File: src/rtl/button_debounce.sv
// Pushbutton conditioner: 2-FF synchroniser, stability-count debounce FSM, press/release strobes.
// Optional hold detector (long_press) is built when BUTTON_DEBOUNCE_LONG_PRESS_EN is defined.
module button_debounce #(
  parameter int DEBOUNCE_CYCLES = 800000,
  parameter int LONG_CYCLES     = 40000000,
  parameter bit ACTIVE_LOW      = 1'b1
) (
  input  logic clk,
  input  logic rst,
  input  logic btn_raw,
  output logic btn_level,
  output logic press_pulse,
  output logic release_pulse,
  output logic long_press
);

  localparam int MAX_CYCLES = (DEBOUNCE_CYCLES > LONG_CYCLES) ? DEBOUNCE_CYCLES : LONG_CYCLES;
  localparam int CW = $clog2(MAX_CYCLES);
  localparam logic [CW-1:0] DB_LAST = CW'(DEBOUNCE_CYCLES - 1);
  // Pin level that means "not pressed"; the synchroniser resets to it.
  localparam logic IDLE_LEVEL = ACTIVE_LOW;

  typedef enum logic [1:0] {
    RELEASED,
    PRESS_WAIT,
    PRESSED,
    RELEASE_WAIT
  } state_t;

  state_t        state;
  logic [CW-1:0] cnt;
  logic [1:0]    sync_q;
  logic          p;
  logic          press_accept;
  logic          release_accept;

  // NOTE: sequential state uses non-blocking (<=) so every flop samples pre-edge values.
  always_ff @(posedge clk or negedge rst) begin
    if (!rst) begin
      sync_q <= {2{IDLE_LEVEL}};
    end else begin
      sync_q <= {sync_q[0], btn_raw};
    end
  end

  assign p              = sync_q[1] ^ ACTIVE_LOW;
  assign press_accept   = (state == PRESS_WAIT) && p && (cnt == DB_LAST);
  assign release_accept = (state == RELEASE_WAIT) && !p && (cnt == DB_LAST);

  always_ff @(posedge clk or negedge rst) begin
    if (!rst) begin
      state         <= RELEASED;
      cnt           <= '0;
      btn_level     <= 1'b0;
      press_pulse   <= 1'b0;
      release_pulse <= 1'b0;
    end else begin
      press_pulse   <= 1'b0;
      release_pulse <= 1'b0;
      case (state)
        RELEASED: begin
          if (p) begin
            state <= PRESS_WAIT;
            cnt   <= '0;
          end
        end
        PRESS_WAIT: begin
          if (!p) begin
            state <= RELEASED;
          end else if (press_accept) begin
            state       <= PRESSED;
            btn_level   <= 1'b1;
            press_pulse <= 1'b1;
          end else begin
            cnt <= cnt + 1'b1;
          end
        end
        PRESSED: begin
          if (!p) begin
            state <= RELEASE_WAIT;
            cnt   <= '0;
          end
        end
        RELEASE_WAIT: begin
          // Bounce back to PRESSED is silent: level never dropped.
          if (p) begin
            state <= PRESSED;
          end else if (release_accept) begin
            state         <= RELEASED;
            btn_level     <= 1'b0;
            release_pulse <= 1'b1;
          end else begin
            cnt <= cnt + 1'b1;
          end
        end
        default: state <= RELEASED;
      endcase
    end
  end

`ifdef BUTTON_DEBOUNCE_LONG_PRESS_EN
  localparam logic [CW-1:0] LONG_LAST = CW'(LONG_CYCLES - 1);

  logic [CW-1:0] hold_cnt;
  logic          hold_done;

  // Hold time runs across release bounces; only an accepted press or release restarts it.
  always_ff @(posedge clk or negedge rst) begin
    if (!rst) begin
      hold_cnt   <= '0;
      hold_done  <= 1'b0;
      long_press <= 1'b0;
    end else begin
      long_press <= 1'b0;
      if (press_accept || release_accept) begin
        hold_cnt  <= '0;
        hold_done <= 1'b0;
      end else if ((state == PRESSED || state == RELEASE_WAIT) && !hold_done) begin
        if (hold_cnt == LONG_LAST) begin
          long_press <= 1'b1;
          hold_done  <= 1'b1;
        end else begin
          hold_cnt <= hold_cnt + 1'b1;
        end
      end
    end
  end
`else
  assign long_press = 1'b0;
`endif

endmodule

File: config.mk
export PLATFORM = sky130hd
export DESIGN_NAME = button_debounce
export DESIGN_NICKNAME = d
export VERILOG_FILES = /design/src/rtl/button_debounce.sv
export SDC_FILE = /design/constraint.sdc
export NUM_CORES = 1
export LEC_CHECK = 0
export CAP_MARGIN = 5
export CORE_MARGIN = 1
export CORE_UTILIZATION = 65
export DETAILED_ROUTE_END_ITERATION = 8
export PLACE_DENSITY = 0.95
export SETUP_SLACK_MARGIN = 0.5
export SLEW_MARGIN = 10
export SYNTH_ARGS = -nofsm -noshare
export SYNTH_HDL_FRONTEND = slang
export SYNTH_SLANG_ARGS = --single-unit
File: constraint.sdc
create_clock -name clk -period 3.35 [get_ports clk]
set_clock_uncertainty 0.05 [all_clocks]
set_input_delay 0.5025 -clock clk [delete_from_list [all_inputs] [get_ports clk]]
set_output_delay 0.5025 -clock clk [all_outputs]
set_load 0.01 [all_outputs]
==> impl_results.md <==
* Status: completed
* Top Ports at 7
* Startpoint types: register
* Share of layout cells above drive strength 1 at 15.9%
* Synth Flop Type: dfrtp_1
* GP Congestion at 0.912
* Ys Warns at 0
* Fin crit period at 2.03 ns
* CTS resizes at 0
* First-pass GRT wire length at 8280 um
* Final setup viols at 0
* Rel. slew slack at 58.4%
* Hold Vio Cnt, Final at 0
* Total CTS buffers at 5
* Seq cells post-synth at 33
* # DRC at 0
* H-tree Lvls at 2
* Via count at 1899
* Clk_lat worst skew at 0.35 ns
* Clock transition at path regs at 0.10 ns
* Detailed Place HPWL at 3380 um
* Initial Utilization at 69.9%
* Nets@finish at 235
* ANT cells at 0
* Fmax achieved at 492 MHz
* Critical Path End Type: register
* Top-count cell post-synth: dfrtp_1
* Post-synthesis sequential area ratio at 38.2%
* Post-Syn Area per Cell at 9.52 um^2
* Fin crit share at 60.6%
* Die X-Extent at 59.8 um
* Core area at 3100 um^2
* Most area-hungry cell type in the Yosys netlist: dfrtp_1
* Clock Sinks at 33
* Rows at 20
* Crit path required time at 3.55 ns
* Worst slew pin tran at 0.620 ns
* Wire per inst at 18.3 um
* Vias in the first global route at 1788
* Max Buffers Root-to-Sink at 2
* IO Port Bufs at 5
* Max FO, Critical Path at 44
* Final Slew Violations at 0
* Drt initial violations at 125
* Final Core Density at 73.5%
* WS Path Type: reg2reg
* Antenna violations before repair at 0
* DRT Pass-1 Iters at 4
* Max cap viols at 0
* Cell Area, Synth at 2170 um^2
* RSZ-0062 raised after global routing: false
* LEAKAGE at 0.889 nW
* Drt total wl at 5040 um
* Post-synth EDFFs at 0
* Async set-reset flop share out of synthesis at 100%
* Dominant cells by area after synthesis: dfrtp_1 36%, o211ai_1 3.8%, a21oi_1 3.7%
* Hold slack at 0.310 ns
* Setup TNS Final at 0 ns
* CP Data Arrival Time at 2.23 ns
* Hold buffers post-CTS at 0
* CTS root buf: clkbuf_4
* Post-Syn Nets at 232
* DR vias/cell at 6.88
* Most common library cells after synthesis: 31 x dfrtp_1, 19 x nand2_1, 16 x a21oi_1
* Die ar. at 3570 um^2
* Peak VDD IR at 0.000226 V
* Pre-CTS setup slack at 1.34 ns
* Area growth, synth to finish at 5.08%
* PwrDens at 321 nW/um^2
* Reg2reg setup slack at 1.32 ns
* Die Y at 59.8 um
* Tot GR Track Use at 31.4%
* Largest net degree at the start of global routing at 45
* Grt total ovfl at 0
* Synth cell types at 55
* HP Class: reg2reg
* Final worst setup slack at 1.32 ns
* Synth top area share at 35.8%
* Cells after Synth at 228
* Post-CTS Repair Setup Buffers at 0
* CTS tree: done
* ANT nets after route at 0
## worst paths after layout
kind | start | endpoint | depth (start not counted)
max | sync_q[1] | cnt[24] | 5
min | sync_q[0] | sync_q[1] | 0
max reg2reg | sync_q[1] | cnt[24] | 5
min reg2reg | sync_q[0] | sync_q[1] | 0
max in group asynchronous | rst | sync_q[0] | 2
min in group asynchronous | rst | cnt[5] | 2
## flip-flops by register name (all words and copies together) (netlist names), named ones only
| register | count |
|---|---|
| press_pulse | 1 |
| btn_level | 1 |
| sync_q | 2 |
| cnt | 26 |
| state | 1 |
| release_pulse | 1 |
## critical path: stages (launching register included)
cell and delay, ns:
dfstp_2 0.62, xor2_2 0.09, buf_4 0.28, nor4_2 0.49
a31oi_1 0.15, a31o_2 0.24
## stage by stage
stage | total power [mW] | cell area [um^2] | std cells
after detailed placement | 0.476 | 2210 | 268
final | 0.731 | 2280 | 276
after CTS | 0.733 | 2280 | 276
after floorplan | 0.457 | 2170 | 228
after global routing | 0.757 | 2280 | 276
after global placement | 0.473 | 2210 | 268
## cells by family after synthesis
logic type / after synthesis / synth area share (%)
AND/OR/NAND/NOR: 101 / 30.2
flip-flops: 33 / 38.2
AO/OA/AOI/OAI: 65 / 21.7
adder cells (fa/ha/maj): 1 / 0.577
multiplexers: 4 / 1.85
XOR/XNOR: 2 / 1.15
other: 1 / 0.173
buffers and inverters: 21 / 6.11
## per-layer routing
| layer | share of wire [%] | GRT usage [%] | vias to the layer above |
|---|---|---|---|
| met5 | 0 | 0 | - |
| met4 | 2.4 | 17.3 | 0 |
| met3 | 6.7 | 5.84 | 13 |
| met2 | 49 | 51.4 | 94 |
| met1 | 41 | 38.9 | 905 |
| li1 | - | - | 887 |
## placed cells by master, fill, tap and decap left out, types with 2 or more instances in the layout
master            n
a211o_1           4
a211oi_1          5
a21oi_1          16
a221o_1           3
a221oi_2          3
a31oi_1           5
a41oi_1           2
and2_1            4
and3_1            9
and4_1            5
and4_2            3
buf_4             6
clkbuf_4          5
clkbuf_8          2
clkdlybuf4s50_1   5
dfrtp_1          31
dfstp_2           2
inv_1             5
mux2i_1           4
nand2_1          19
nand3_1          10
nand4_1           9
nor2_1           11
nor3_1           12
nor4_4            2
o211ai_1         11
o21ai_0           8
o31ai_1           2
or3_1             2
or4_1             2
## report_power, final
| part | total [mW] | switching [mW] | leakage, nW | internal [mW] |
|---|---|---|---|---|
| combinational | 0.0547 | 0.0364 | 0.398 | 0.0182 |
| clock | 0.262 | 0.140 | 0.0413 | 0.121 |
| sequential | 0.415 | 0.00940 | 0.450 | 0.405 |
## final cells by class
| cell class | count | area (um^2) |
|---|---|---|
| Clock buffer | 7 | 65.1 |
| Clock inverter | 1 | 5.00 |
| Fill cell | 224 | 823 |
| Inverter | 6 | 22.5 |
| Multi-Input combinational cell | 174 | 1210 |
| Sequential cell | 33 | 828 |
| Tap cell | 44 | 55.1 |
| Timing Repair Buffer | 11 | 95.1 |
Power figures use the tool's default switching activity.
